<file path="config.mk">
export PLATFORM = sky130hd
export DESIGN_NAME = ascii_message_sequencer_flat
export DESIGN_NICKNAME = d
export VERILOG_FILES = /design/src/rtl/ascii_message_sequencer_if.sv /design/src/rtl/ascii_message_sequencer.sv /design/src/flat_wrapper.sv
export SDC_FILE = /design/constraint.sdc
export NUM_CORES = 1
export LEC_CHECK = 0
export BUFFER_PORTS_ARGS = -buffer_cell sky130_fd_sc_hd__buf_2
export CORE_ASPECT_RATIO = 0.7
export CORE_MARGIN = 2
export CORE_UTILIZATION = 55
export DETAILED_ROUTE_END_ITERATION = 8
export PLACE_DENSITY = 0.79
export SLEW_MARGIN = 20
export SYNTH_ARGS = -nofsm -noshare
export SYNTH_HDL_FRONTEND = slang
export SYNTH_SLANG_ARGS = --single-unit
</file>
<file path="constraint.sdc">
create_clock -name i_Clk -period 3.5 [get_ports i_Clk]
set_input_delay 0.7 -clock i_Clk [delete_from_list [all_inputs] [get_ports i_Clk]]
set_output_delay 0.7 -clock i_Clk [all_outputs]
set_load 0.005 [all_outputs]
</file>
<file path="src/rtl/ascii_message_sequencer_if.sv">
// Switch/character bus between the debounce stage, the message sequencer and the 7-segment decoder.
interface ascii_message_sequencer_if;
   logic       i_Switch;
   logic [7:0] o_Ascii_Value;
   logic       o_Busy;
   logic       o_Msg_Done;
   logic [3:0] o_Char_Index;

   modport master (
      output i_Switch,
      input  o_Ascii_Value, o_Busy, o_Msg_Done, o_Char_Index
   );

   modport slave (
      input  i_Switch,
      output o_Ascii_Value, o_Busy, o_Msg_Done, o_Char_Index
   );
endinterface

</file>
<file path="src/rtl/ascii_message_sequencer.sv">
// Steps through a stored ASCII message on switch presses, with a timed blank gap between characters.
// Optional hold-timer auto-advance is enabled by defining AUTO_ADVANCE_EN.
module ascii_message_sequencer #(
   parameter int                 MSG_LEN       = 5,
   parameter logic [8*MSG_LEN-1:0] MSG         = 40'h48454C4C4F,
   parameter int                 BLANK_CLKS    = 2_500_000,
   parameter int                 CLKS_PER_CHAR = 25_000_000
) (
   input logic                     i_Clk,
   input logic                     i_Rst,
   ascii_message_sequencer_if.slave bus
);

   typedef enum logic [1:0] {IDLE = 2'd0, SHOW = 2'd1, GAP = 2'd2, DONE = 2'd3} state_t;

   localparam int                 GAP_W    = $clog2(BLANK_CLKS) + 1;
   localparam logic [GAP_W-1:0]   GAP_LAST = (BLANK_CLKS > 0) ? GAP_W'(BLANK_CLKS - 1) : '0;
   localparam logic [GAP_W-1:0]   GAP_ONE  = GAP_W'(1);
   localparam logic [3:0]         LAST_IDX = 4'(MSG_LEN - 1);

   state_t           state_r, state_s;
   logic [3:0]       idx_r, idx_s;
   logic [GAP_W-1:0] gap_cnt_r, gap_cnt_s;
   logic             switch_prev_r;
   logic             press_s, advance_s;
   logic [7:0]       ascii_r, ascii_s;
   logic             busy_r, busy_s;
   logic             done_r, done_s;

`ifdef AUTO_ADVANCE_EN
   localparam int                HOLD_W    = $clog2(CLKS_PER_CHAR) + 1;
   localparam logic [HOLD_W-1:0] HOLD_LAST = HOLD_W'(CLKS_PER_CHAR - 1);
   localparam logic [HOLD_W-1:0] HOLD_ONE  = HOLD_W'(1);
   logic [HOLD_W-1:0] hold_cnt_r, hold_cnt_s;
`endif

   // Character 0 lives in the most-significant byte of MSG.
   function automatic logic [7:0] msg_byte(input logic [3:0] idx);
      logic [7:0] b;
      b = 8'h00;
      for (int i = 0; i < MSG_LEN; i++) begin
         if (idx == 4'(i)) b = MSG[8*(MSG_LEN-1-i) +: 8];
         else              b = b;
      end
      return b;
   endfunction

   assign press_s = bus.i_Switch & ~switch_prev_r;

   // Switch history keeps tracking the input through reset so a held switch never counts as a press.
   always_ff @(posedge i_Clk) begin
      switch_prev_r <= bus.i_Switch;
   end

   // State, counters and registered outputs.
   always_ff @(posedge i_Clk) begin
      if (i_Rst) begin
         state_r   <= IDLE;
         idx_r     <= 4'd0;
         gap_cnt_r <= '0;
         ascii_r   <= 8'h00;
         busy_r    <= 1'b0;
         done_r    <= 1'b0;
`ifdef AUTO_ADVANCE_EN
         hold_cnt_r <= '0;
`endif
      end else begin
         state_r   <= state_s;
         idx_r     <= idx_s;
         gap_cnt_r <= gap_cnt_s;
         ascii_r   <= ascii_s;
         busy_r    <= busy_s;
         done_r    <= done_s;
`ifdef AUTO_ADVANCE_EN
         hold_cnt_r <= hold_cnt_s;
`endif
      end
   end

   // Next state, next index and counter updates; counters clear on entry to their state.
   always_comb begin
      state_s = state_r;
      idx_s   = idx_r;
`ifdef AUTO_ADVANCE_EN
      advance_s = press_s | (hold_cnt_r == HOLD_LAST);
`else
      advance_s = press_s;
`endif
      case (state_r)
         IDLE: begin
            if (press_s) begin
               state_s = SHOW;
               idx_s   = 4'd0;
            end else begin
               state_s = IDLE;
            end
         end
         SHOW: begin
            if (!advance_s) begin
               state_s = SHOW;
            end else if (idx_r == LAST_IDX) begin
               state_s = DONE;
            end else if (BLANK_CLKS > 0) begin
               state_s = GAP;
            end else begin
               state_s = SHOW;
               idx_s   = idx_r + 4'd1;
            end
         end
         GAP: begin
            if (gap_cnt_r == GAP_LAST) begin
               state_s = SHOW;
               idx_s   = idx_r + 4'd1;
            end else begin
               state_s = GAP;
            end
         end
         DONE: state_s = IDLE;
         default: begin
            state_s = IDLE;
            idx_s   = 4'd0;
         end
      endcase

      if (state_r == GAP && state_s == GAP) gap_cnt_s = gap_cnt_r + GAP_ONE;
      else                                  gap_cnt_s = '0;
`ifdef AUTO_ADVANCE_EN
      if (state_r == SHOW && state_s == SHOW && idx_s == idx_r) hold_cnt_s = hold_cnt_r + HOLD_ONE;
      else                                                      hold_cnt_s = '0;
`endif
   end

   // Output values for the upcoming state, registered alongside it.
   always_comb begin
      ascii_s = 8'h00;
      busy_s  = 1'b0;
      done_s  = 1'b0;
      case (state_s)
         SHOW: begin
            ascii_s = msg_byte(idx_s);
            busy_s  = 1'b1;
         end
         GAP:  busy_s = 1'b1;
         DONE: done_s = 1'b1;
         IDLE: busy_s = 1'b0;
         default: busy_s = 1'b0;
      endcase
   end

   assign bus.o_Ascii_Value = ascii_r;
   assign bus.o_Busy        = busy_r;
   assign bus.o_Msg_Done    = done_r;
   assign bus.o_Char_Index  = idx_r;

endmodule

</file>
<file path="src/flat_wrapper.sv">
// flat-port wrapper written by rule: the top's interface ports become plain ports
module ascii_message_sequencer_flat 
#(
   parameter int                 MSG_LEN       = 5,
   parameter logic [8*MSG_LEN-1:0] MSG         = 40'h48454C4C4F,
   parameter int                 BLANK_CLKS    = 2_500_000,
   parameter int                 CLKS_PER_CHAR = 25_000_000
)
  (i_Clk, i_Rst, bus_i_Switch, bus_o_Ascii_Value, bus_o_Busy, bus_o_Msg_Done, bus_o_Char_Index);
  ascii_message_sequencer_if bus_i ();
  input logic i_Clk;
  input logic i_Rst;
  input wire logic [$bits(bus_i.i_Switch)-1:0] bus_i_Switch;
  output wire logic [$bits(bus_i.o_Ascii_Value)-1:0] bus_o_Ascii_Value;
  output wire logic [$bits(bus_i.o_Busy)-1:0] bus_o_Busy;
  output wire logic [$bits(bus_i.o_Msg_Done)-1:0] bus_o_Msg_Done;
  output wire logic [$bits(bus_i.o_Char_Index)-1:0] bus_o_Char_Index;
  assign bus_i.i_Switch = bus_i_Switch;
  assign bus_o_Ascii_Value = bus_i.o_Ascii_Value;
  assign bus_o_Busy = bus_i.o_Busy;
  assign bus_o_Msg_Done = bus_i.o_Msg_Done;
  assign bus_o_Char_Index = bus_i.o_Char_Index;
  ascii_message_sequencer #(.MSG_LEN(MSG_LEN), .MSG(MSG), .BLANK_CLKS(BLANK_CLKS), .CLKS_PER_CHAR(CLKS_PER_CHAR)) u_core (.i_Clk(i_Clk), .i_Rst(i_Rst), .bus(bus_i));
endmodule
</file>
==> After elaboration in Yosys (flattened, before gate mapping) <==
Cells that the tools add are included.
{ "totals": {"ff_bits": 40, "out_inout_bits": 14, "inputBits": 3, "word_cells": 48} }
{ "classes": {"addsub": 2, "n_bitwise": 4, "n_reduce_logical": 7, "mux": 15, "n_eq_ne": 12} }
{ "op_table": {"columns": ["op", "count"], "rows": [
  ["$mux W7", 5],
  ["$add A23 B1 Y23 const B", 1],
  ["$eq A23 B22 Y1 const B", 1],
  ["$eq A2 B2 Y1 const B", 4],
  ["$eq A4 B2 Y1 const B", 2],
  ["$eq A4 B3 Y1 const B", 2],
  ["$mux W4", 2],
  ["$pmux W2 S4", 1],
  ["$pmux W4 S2", 1],
  ["$reduce_or A2 Y1", 3],
  ["$reduce_or A6 Y1", 1],
  ["$add A4 B1 Y4 const B", 1],
  ["$eq A2 B1 Y1 const B", 2],
  ["$eq A4 B1 Y1 const B", 1],
  ["$logic_not A4 Y1", 1],
  ["$mux W1", 4],
  ["$mux W2", 2],
  ["$not A1 Y1", 3],
  ["$logic_not A2 Y1", 1],
  ["$and A1 B1 Y1", 1],
  ["$logic_and A1 B1 Y1", 1]
]} }

==> Logic depth before layout (Yosys ltp) <==
Gate-level depths: netlist (run 1).
{ "logic_depth": {"ltp_word": 10, "depth_mapped": 12, "ltp_nobuf": 10} }

==> Least setup slack after synthesis (run 1) <==
No wires, ideal clock.
{ "synth_timing": {"path_type": "register to register", "startpoint": "register u_core.gap_cnt_r[0]", "endpoint": "register u_core.gap_cnt_r[10]", "period_less_slack_ps": 2307, "setup_slack_ps": 1193, "required_time_ps": 3372, "n_path_buf": 2, "path_stages_with_launch": 13, "t_arrival_ps": 2179, "setup_time_ps": 128, "cell_sequence": "dfxtp_1 -> ha_1 -> and3b_1 -> and4_4 -> buf_8 -> a21o_2 -> nor2_1 -> a21oi_1 -> inv_1 -> ha_1 -> nand3b_1 -> clkbuf_1 -> nor2_1"} }
{ "synth_between": {"elab_chain_len": 7, "word_cells_on_any_way": 8, "cone_classes": "1 x add/sub; 2 x eq/ne; 2 x mux; 1 x bitwise; 2 x reduce/logical"} }
{ "synth_rtl": {"columns": ["item", "line", "text"], "rows": [
  ["start: declaration", "ascii_message_sequencer.sv:23", "logic [GAP_W-1:0] gap_cnt_r, gap_cnt_s;"],
  ["start signal: assignment", "ascii_message_sequencer.sv:70", "gap_cnt_r <= gap_cnt_s;"],
  ["$eq A23 B22 Y1", "ascii_message_sequencer.sv:111", "if (gap_cnt_r == GAP_LAST) begin"],
  ["$mux W2", "ascii_message_sequencer.sv:111", null],
  ["$pmux W2 S4", "ascii_message_sequencer.sv:89", "case (state_r)"],
  ["via u_core.state_s[1]", "ascii_message_sequencer.sv:21", "state_t state_r, state_s;"],
  ["$eq A2 B2 Y1", "ascii_message_sequencer.sv:125", "if (state_r == GAP && state_s == GAP) gap_cnt_s = gap_cnt_r + GAP_ONE;"],
  ["$logic_and A1 B1 Y1", "ascii_message_sequencer.sv:125", null],
  ["$not A1 Y1 (no source line)", null, null],
  ["$reduce_or A2 Y1 (no source line)", null, null]
]} }
The timed path passes the listed nets, and every way through them passes these cells.
A chain may end at the register's enable or synchronous reset.

==> Worst setup path in the final report (run 1) <==
{ "layout_timing": {"startpoint": "register u_core.gap_cnt_r[0]", "endpoint": "register u_core.gap_cnt_r[19]"} }
Same word-level chain as after synthesis.

==> results of run 1 <==
worst max-delay path: cells and delay by family, from the launching register on:
kind | cells | cell delay, ns
simple gates | 5 | 0.69
fa+ha+maj | 2 | 0.44
compound gates | 2 | 0.40
flops | 1 | 0.39
buf+inv | 2 | 0.37
state kept, by name, indices dropped and copies added, names as in the netlist, named ones only:
signal                    cells
u_core.bus.o_Msg_Done         1
u_core.bus.o_Busy             1
u_core.gap_cnt_r             23
u_core.switch_prev_r          1
u_core.bus.o_Ascii_Value      5
u_core.bus.o_Char_Index       3
u_core.state_r                2
cell usage in the layout (no fill, tap or decap), drive strengths merged, types with 6 or more instances in the layout:
cell,instances
buf,15
xor2,17
dfxtp,37
clkbuf,7
nand4,8
nand2,10
nor2,32
and3,6
inv,8
nand3,8
ha,6
area by class of cell:
| cell class | instances | area [um^2] | share of cell area [%] |
|---|---|---|---|
| inverters | 8 | 30.0 | 1.52 |
| clock buffers | 7 | 86.3 | 4.37 |
| repair buffers | 15 | 80.1 | 4.06 |
| flip-flops and latches | 37 | 741 | 37.5 |
| multi-input cells | 143 | 990 | 50.1 |
| well taps | 38 | 47.5 | 2.41 |
power by group through the flow:
stage | Clock (mW) | Combinational [mW] | Sequential, mW
2_1_floorplan | 0 | 0.0267 | 0.439
3_3_place_gp | 0 | 0.0320 | 0.440
3_5_place_dp | 0 | 0.0319 | 0.440
4_1_cts | 0.301 | 0.0321 | 0.430
5_1_grt | 0.318 | 0.0376 | 0.431
6_report | 0.293 | 0.0321 | 0.431
how the worst max path moves through the flow:
| stage | start | to | depth (start not counted) |
|---|---|---|---|
| final | u_core.gap_cnt_r[0] | u_core.gap_cnt_r[19] | 11 |
| after global routing | u_core.gap_cnt_r[0] | u_core.gap_cnt_r[7] | 11 |
| after CTS | u_core.gap_cnt_r[0] | u_core.gap_cnt_r[19] | 11 |
| after global placement | u_core.gap_cnt_r[0] | u_core.gap_cnt_r[4] | 11 |
| after detailed placement | u_core.gap_cnt_r[0] | u_core.gap_cnt_r[17] | 11 |
| after floorplan | u_core.gap_cnt_r[0] | u_core.gap_cnt_r[10] | 12 |
routing by layer:
layer / GRT usage (%) / vias to the layer above / share of wire [%]
li1: - / 697 / -
met4: 8.64 / 0 / 1.5
met5: 0 / - / 0
met1: 28.8 / 664 / 52
met2: 30.9 / 25 / 43
met3: 5.19 / 8 / 3.7
synth_stat cells (all sizes together), types with 2 or more instances:
library cell	number	area share (%)
nor3	2	1.1
nand2b	3	1.0
xnor2	3	1.4
a21oi	4	1.1
a2bb2oi	2	0.96
nor2b	4	1.4
nand3	8	2.2
nor4b	2	1.6
clkbuf	7	2.0
nand4	8	2.7
a31oi	3	1.8
nand3b	2	1.5
o211ai	3	1.2
nor2	32	6.7
xor2	17	8.1
and4	4	2.0
nand2	10	2.0
dfxtp	37	40
nor3b	2	1.1
or3	2	0.68
inv	8	1.6
ha	6	4.1
and2	2	0.68
and3	6	2.2
o21ai	3	0.82
a21o	2	0.89
buf	5	2.3
cells by family (layout without fill, tap and decap cells):
kind of cell             count (synthesis)  count (layout)
XOR/XNOR                                20              20
buffers and inverters                   20              30
other                                    1               3
adder cells (fa/ha/maj)                  6               6
AND/OR/NAND/NOR                         91              91
AO/OA/AOI/OAI                           23              23
flip-flops                              37              37
through the flow:
stage               worst slack [ns]  total power, mW
finish                          1.09            0.755
global route                   0.886            0.787
CTS                             1.09            0.763
detailed placement              1.11            0.472
global placement                1.16            0.472
floorplan                       1.19            0.465
==> metrics.md, run 1 <==
| Metric | Value |
|---|---|
| Hold WC Path Type | reg -> reg |
| Hold Path Depth | 1 |
| DIE HEIGHT | 52.3 um |
| CTS Buffer Depth | 2 |
| Register area share after synthesis | roughly 40% |
| First drt pass iteration count | 4 |
| # H-tree levels | 2 |
| Reg-to-Reg Start | u_core.gap_cnt_r[0] |
| Initial core utilization | 57.8% |
| Primary FF master, synth | dfxtp_1 |
| Gr usage total | between 20% and 30% |
| Post_cts resized | 0 |
| Share of post-route cells with drive strength above 1 | 17.6% |
| Vias/cell | 5.62 |
| Reg clk slew, reported paths | 0.07 ns |
| Ant diodes | 0 |
| Cts hold-fix bufs | 0 |
| Clk root buf | clkbuf_8 |
| Adder-cell share of the synthesized area | under 10% |
| Largest family of logic cells by synthesized area | simple AND/OR/NAND/NOR gates |
| Switch share | between 20% and 30% |
| Mux share of post-synthesis cell area | 0% |
| CTS Sinks | 37 |
| Fin util | 62.3% |
| Crit share post-route | 69.0% |
| Final hold viol count | 0 |
| Worst hold slack | a little under 0.5 ns |
| Leak | 0.756 nW |
| Worst EP required | 3.67 ns |
| Slew headroom | ~45% |
| Setup bufs post-CTS | 0 |
| Slew @ Worst Pin | 0.820 ns |
| Register bit total from synthesis | 37 |
| Rows | 17 |
| Area Overhead vs Synth | 7.79% |
| Worst EP arrival | between 2 and 3 ns |
| Min cycle time layout | 2.41 ns |
| Placed instance area | 1890 um^2 |
| Post-synth EDFFs | 0 |
| RSZ-0062 raised after global routing | false |
| Final instance area | slightly below 2000 um^2 |
| Worst ir drop on vdd | 0.233 mV |
| DRT iter0 DRCs | 73 |
| Status | complete, no violations |
| Startpoint Class | flop |
| Clk pwr share | 38.7% |
| Reg2reg setup slack | 1.09 ns |
| NetSw | 160 uW |
| Antenna violations before repair | 0 |
| WS Path Type | reg -> reg |
| Terminus of the critical flop-to-flop path | u_core.gap_cnt_r[19] |
| Placed Cells incl. Taps | roughly 240 |
| Routability cong. | 0.803 |
| Synth Area in Compound Gates | 10.7% |
| Xor/xnor share of the synthesized area | 9.56% |
| Filler instances | ~280 |
| Total number of vias | 1394 |
| Gate power share | 4.2% |
| DIE WIDTH | 73.0 um |
| NumNets Final | approximately 220 |
| Synth Instances | 198 |
| YS warnings | 0 |
| Min-delay src | u_core.gap_cnt_r[0] |
| Port Buffers | 13 |
| MaxCap Viol Count | 0 |
| Setup_tns | 0 ns |
| Largest net degree at the start of global routing | 24 |
| Dpl hpwl | 2410 um |
| Final setup vio count | 0 |
| Critical path's largest stage delay | 0.39 ns |
| Crit-path max FO | 23 |
| Worst reg-to-reg path cell count | 11 |
| DRC Markers | 0 |
| CTS buffer count | 5 |
| Overflow left after global routing | 0 |
| Mapped Area | 1830 um^2 |
| Routed Antenna Nets | 0 |
| I/O pin cnt | 17 |
| Register share of total power | 57.0% |
| Die Area | between 3000 and 4000 um^2 |
| Routed length per instance | 13.3 um |
| TritonCTS clock tree | yes |
| Vias in the first global route | around 1400 |
| Post-Synth Simple-Gate Area | 29.1% |
| Non-Filler Instances | 248 |
| Async set or reset register ratio after synthesis | 0% |
| Synth Area per Inst | 9.25 um^2 |
| First-pass GRT wire length | approximately 6000 um |
| PwrDens | 383 nW/um^2 |
| Max-slew violations | 0 |
| Routed wire length | 3310 um |
| Core area | 3170 um^2 |
| Crit-path slowest cell | dfxtp_1 |
| Worst-Skew Late Latency | 0.28 ns |
| Nature of the critical path endpoint | flop |
| Pint | 596 uW |
| Clock skew | 0.00290 ns |
| Fmax | 414 MHz |
| Crit path cell chain | ha_1, and3b_1, and4_4, a21o_2, nor2_1, a21oi_1, inv_1, ha_1, nand3b_1, buf_4, nor2_1 |
| Worst hold endpoint | u_core.gap_cnt_r[0] |
| Unique cell type count in the Yosys netlist | 48 |
No activity file was read; power rests on OpenSTA's default activity.
==> inputs of run 2 (changes only) <==
- clock period: 3.5 -> 2.4 ns (I/O delays scaled with it)
==> metrics.md, run 2 (synthesized netlist as in run 1, its figures left out) <==
| Metric | Value |
|---|---|
| Status | complete, no violations |
| Share of post-route cells with drive strength above 1 | between 20% and 30% |
| Worst-Skew Late Latency | 0.29 ns |
| Routed wire length | roughly 3300 um |
| Buffers plus inverters on the worst setup path | 2 |
| Leak | 0.794 nW |
| Dpl hpwl | 2350 um |
| Crit path cell chain | ha_2, and3b_1, and4_4, a21o_2, nor2_1, a21oi_2, inv_1, ha_1, nand3b_1, buf_12, nor2_1 |
| Core area | 3170 um^2 |
| NumNets Final | 223 |
| Area Overhead vs Synth | 12.3% |
| I/O pin cnt | 17 |
| Reg2reg setup slack | 0.28 ns |
| Fmax | 471 MHz |
| Non-Filler Instances | 253 |
| Commonest cells after routing, fill and taps aside | dfxtp_1, nor2_1, xor2_1, buf_2, nand2_1 |
| Slew @ Worst Pin | 0.812 ns |
| Final hold viol count | 0 |
| Hold Path Depth | 1 |
| Cts hold-fix bufs | 0 |
| Antenna violations before repair | 0 |
| Max-slew violations | 0 |
| Most common cell after layout, fill and taps aside | dfxtp_1 |
| Port Buffers | 13 |
| Slew headroom | 45.2% |
| Worst EP required | roughly 2.6 ns |
| Worst hold endpoint | u_core.switch_prev_r |
| Ant diodes | 0 |
| Min-delay src | bus_i_Switch |
| Worst ir drop on vdd | 0.410 mV |
| MaxCap Viol Count | 0 |
| Critical path's largest stage delay | 0.39 ns |
| Routability cong. | 0.838 |
| Crit-path max FO | 23 |
| DIE WIDTH | 73.0 um |
| Setup_tns | 0 ns |
| Clock skew | 0.00580 ns |
| # H-tree levels | 2 |
| TritonCTS clock tree | yes |
| Routed length per instance | ~13 um |
| DRT iter0 DRCs | between 40 and 50 |
| Overflow left after global routing | 0 |
| WS Path Type | reg -> reg |
| Clk root buf | clkbuf_8 |
| Startpoint Class | flop |
| Crit-path slowest cell | dfxtp_1 |
| Crit share post-route | 88.5% |
| Delay-heaviest family, CP | simple AND/OR/NAND/NOR gates |
| Max FFs per register | 23 |
| DRC Markers | 0 |
| Worst reg-to-reg path cell count | 11 |
| CTS Buffer Depth | 2 |
| PwrDens | roughly 600 nW/um^2 |
| Worst EP arrival | 2.31 ns |
| Initial core utilization | 57.8% |
| CTS Sinks | 37 |
| Die Area | 3820 um^2 |
| Routed Antenna Nets | 0 |
| Reg clk slew, reported paths | around 0.07 ns |
| First-pass GRT wire length | 5750 um |
| Largest net degree at the start of global routing | 24 |
| Vias/cell | 5.42 |
| DIE HEIGHT | between 50 and 60 um |
| First drt pass iteration count | 4 |
| Cell repeated most along the worst path | nor2_1 |
| RSZ-0062 raised after global routing | false |
| Fin util | 64.9% |
| Terminus of the critical flop-to-flop path | u_core.gap_cnt_r[13] |
| Vias in the first global route | ~1300 |
| Total number of vias | 1372 |
| Gr usage total | between 15 and 20% |
| CTS buffer count | 5 |
| Nature of the critical path endpoint | flop |
| Register bank with the most flops | u_core.gap_cnt_r |
| Hold WC Path Type | in -> reg |
| Reg-to-Reg Start | u_core.gap_cnt_r[0] |
| Min cycle time layout | 2.12 ns |
| Placed Cells incl. Taps | 243 |
| Rows | 17 |
| Final setup vio count | 0 |
-- run 2: changes by cell type in the layout (fill, tap and decap cells not counted), sizes merged --
cell	before	now
clkbuf	7	6
buf	15	19
bufinv	0	1
clkinvlp	0	1
-- run 2: worst reg2reg max path, cell delays in order (launching register included) --
cell	delay [ns]
dfxtp_1	0.39
ha_2	0.24
and3b_1	0.18
and4_4	0.25
a21o_2	0.14
nor2_1	0.04
a21oi_2	0.14
inv_1	0.08
ha_1	0.19
nand3b_1	0.14
buf_12	0.18
nor2_1	0.06
-- run 2: power breakdown --
part,internal (mW),total (mW),switching (mW)
Clock,0.338,0.560,0.223
Combinational,0.0208,0.0504,0.0296
Sequential,0.622,0.628,0.00540
-- run 2: per-layer routing --
layer  routed length (um)  up-vias  part of all wire (%)  track usage (%)
li1                     -      708                     -                -
met1                 1760      624                    53             28.8
met2                 1330       34                    40             28.0
met3                  160        6                   4.8             5.77
met4                   44        0                   1.3             7.41
met5                    0        -                     0                0
-- run 2: worst max path at each step --
stage                                    start                          end  cells past startpoint
floorplan                  u_core.gap_cnt_r[0]         u_core.gap_cnt_r[10]                     12
global placement           u_core.gap_cnt_r[0]         u_core.gap_cnt_r[18]                     11
detailed placement         u_core.gap_cnt_r[0]          u_core.gap_cnt_r[2]                     11
CTS                        u_core.gap_cnt_r[0]          u_core.gap_cnt_r[2]                     11
global route        u_core.bus.o_Char_Index[0]  u_core.bus.o_Ascii_Value[2]                      7
finish                     u_core.gap_cnt_r[0]         u_core.gap_cnt_r[13]                     11
-- run 2: repair_timing --
item                                    CTS  global route
gates resized for setup                   0             2
buffers inserted                          0             2
endpoints found under the setup margin    0            26
-- run 2: cell type report --
cell class                      count  area (um^2)
Clock buffer                        6         82.6
Clock inverter                      2         37.5
Fill cell                         276         1110
Inverter                            8         30.0
Multi-Input combinational cell    143          996
Sequential cell                    37          741
Tap cell                           38         47.5
Timing Repair Buffer               19          123
-- run 2: through the flow --
step	setup WS (ns)	power, mW	area [um^2]	hold WS [ns]
3_3_place_gp	0.202	0.690	1920	0.462
3_5_place_dp	0.111	0.691	1920	0.472
2_1_floorplan	0.0929	0.679	1840	0.438
6_report	0.275	1.24	2060	0.310
4_1_cts	0.0968	1.25	2040	0.304
5_1_grt	0.0948	1.28	2060	0.304
==> inputs of run 3 (changes only) <==
- SLEW_MARGIN: 20 -> unset
- clock period: 2.4 -> 2 ns (I/O delays scaled with it)
==> metrics.md, run 3 (synthesized netlist as in run 1, its figures left out) <==
| Metric | Value |
|---|---|
| Worst ir drop on vdd | 0.609 mV |
| Register bank with the most flops | u_core.gap_cnt_r |
| Routed Antenna Nets | 0 |
| Most common cell after layout, fill and taps aside | dfxtp_1 |
| Final WS setup | -0.0417 ns |
| Largest net degree at the start of global routing | 24 |
| Switch share | 22.4% |
| Commonest cells after routing, fill and taps aside | dfxtp_1, xor2_1, buf_4, nor2_2, buf_2 |
| Overflow left after global routing | 0 |
| Startpoint Class | flop |
| Worst EP arrival | 2.27 ns |
| NetSw | 305 uW |
| First drt pass iteration count | 4 |
| WS Path Type | reg -> reg |
| Min cycle time layout | 2.04 ns |
| DIE HEIGHT | 52.3 um |
| Pre-CTS WS | 0.0411 ns |
| Final setup vio count | 13 |
| Vias in the first global route | approximately 1300 |
| Clk root buf | clkbuf_8 |
| Non-Filler Instances | around 270 |
| Gate power share | 6.2% |
| Slew headroom | 64.2% |
| First-pass GRT wire length | 5930 um |
| Antenna violations before repair | 0 |
| Crit share post-route | 102% |
| # H-tree levels | 2 |
| Hold WC Path Type | in -> reg |
| Max-slew violations | 0 |
| Vias/cell | 5.73 |
| Rows | 17 |
| Nature of the critical path endpoint | flop |
| Area Overhead vs Synth | 29.2% |
| Crit-path max FO | 6 |
| Die Area | approximately 3800 um^2 |
| CTS Buffer Depth | 2 |
| Fmax | 490 MHz |
| Routability cong. | between 0.7 and 0.8 |
| Worst-Skew Late Latency | about 0.30 ns |
| CTS Sinks | 37 |
| DRT iter0 DRCs | 65 |
| DRC Markers | 0 |
| MaxCap Viol Count | 0 |
| Failing checks | negative setup slack |
| Routed wire length | about 4500 um |
| Reg clk slew, reported paths | 0.07 ns |
| Leak | between 0.8 and 0.9 nW |
| Final hold viol count | 0 |
| Share of post-route cells with drive strength above 1 | 38.5% |
| PwrDens | 576 nW/um^2 |
| Pint | 1.06 mW |
| RSZ-0062 raised after global routing | true |
| Slew @ Worst Pin | 0.529 ns |
| NumNets Final | 240 |
| I/O pin cnt | 17 |
| Ant diodes | 0 |
| Routed length per instance | 16.6 um |
| Max FFs per register | 23 |
| Clock skew | 0.00960 ns |
| Cts hold-fix bufs | 0 |
| Clk pwr share | 38.5% |
| Gr usage total | between 20% and 30% |
| Design Power | 1.36 mW |
| Status | finished with violations |
| DIE WIDTH | 73.0 um |
| Register share of total power | between 50% and 60% |
| Placed Cells incl. Taps | around 250 |
| Dpl hpwl | 2740 um |
| Worst EP required | ~2.2 ns |
| CTS buffer count | 5 |
| Initial core utilization | ~58% |
| Total number of vias | 1542 |
| Port Buffers | 13 |
| Core area | 3170 um^2 |
| TritonCTS clock tree | yes |
## run 3: timing repair
action / 4_1_cts / 5_1_grt
setup endpoints to repair: 0 / 28
gates resized for setup: 0 / 43
buffers inserted: 0 / 8
## run 3: area by class of cell
cell class	count	area [um^2]
Clock buffer	7	86.3
Fill cell	198	803
Inverter	8	30.0
Multi-Input combinational cell	143	1160
Sequential cell	37	747
Tap cell	38	47.5
Timing Repair Buffer	36	297
## run 3: final timing paths
path / from / endpoint / slack [ns] / cells past startpoint
max: u_core.gap_cnt_r[1] / u_core.gap_cnt_r[6] / -0.04 / 10
min: bus_i_Switch / u_core.switch_prev_r / 0.21 / 1
max reg2reg: u_core.gap_cnt_r[1] / u_core.gap_cnt_r[6] / -0.04 / 10
min reg2reg: u_core.gap_cnt_r[22] / u_core.gap_cnt_r[22] / 0.56 / 2
## run 3: layer usage
layer  track usage, %  vias up  share of wire [%]
li1                 -      743                  -
met1             28.8      736                 45
met2             30.8       53                 48
met3             6.35       10                5.3
met4             9.88        0                2.2
met5                0        -                  0
## run 3: worst max-delay path: stages, from the launching register on
cell       delay, ns
dfxtp_4         0.35
ha_4            0.17
and3b_1         0.17
and4_4          0.17
a21o_4          0.20
o211ai_1        0.20
ha_4            0.19
nand3b_1        0.11
buf_6           0.15
clkbuf_16       0.16
nor2_1          0.11
## run 3: stage by stage
| stage | hold slack (ns) | utilization [%] | setup TNS (ns) | cell area, um^2 |
|---|---|---|---|---|
| after CTS | 0.214 | 65.9 | 0 | 2090 |
| after detailed placement | 0.505 | 63.2 | 0 | 2000 |
| final | 0.213 | 74.7 | -0.184 | 2370 |
| after global routing | 0.214 | 74.7 | -3.00 | 2370 |
| after floorplan | 0.428 | - | 0 | 1890 |
| after global placement | 0.485 | 63.2 | 0 | 2000 |
## run 3: power by group through the flow
| stage | registers [mW] | clock network (mW) | logic, mW |
|---|---|---|---|
| 3_5_place_dp | 0.771 | 0 | 0.0622 |
| 4_1_cts | 0.754 | 0.527 | 0.0626 |
| 6_report | 0.754 | 0.525 | 0.0850 |
| 5_1_grt | 0.755 | 0.562 | 0.0930 |
| 3_3_place_gp | 0.770 | 0 | 0.0593 |
| 2_1_floorplan | 0.768 | 0 | 0.0486 |
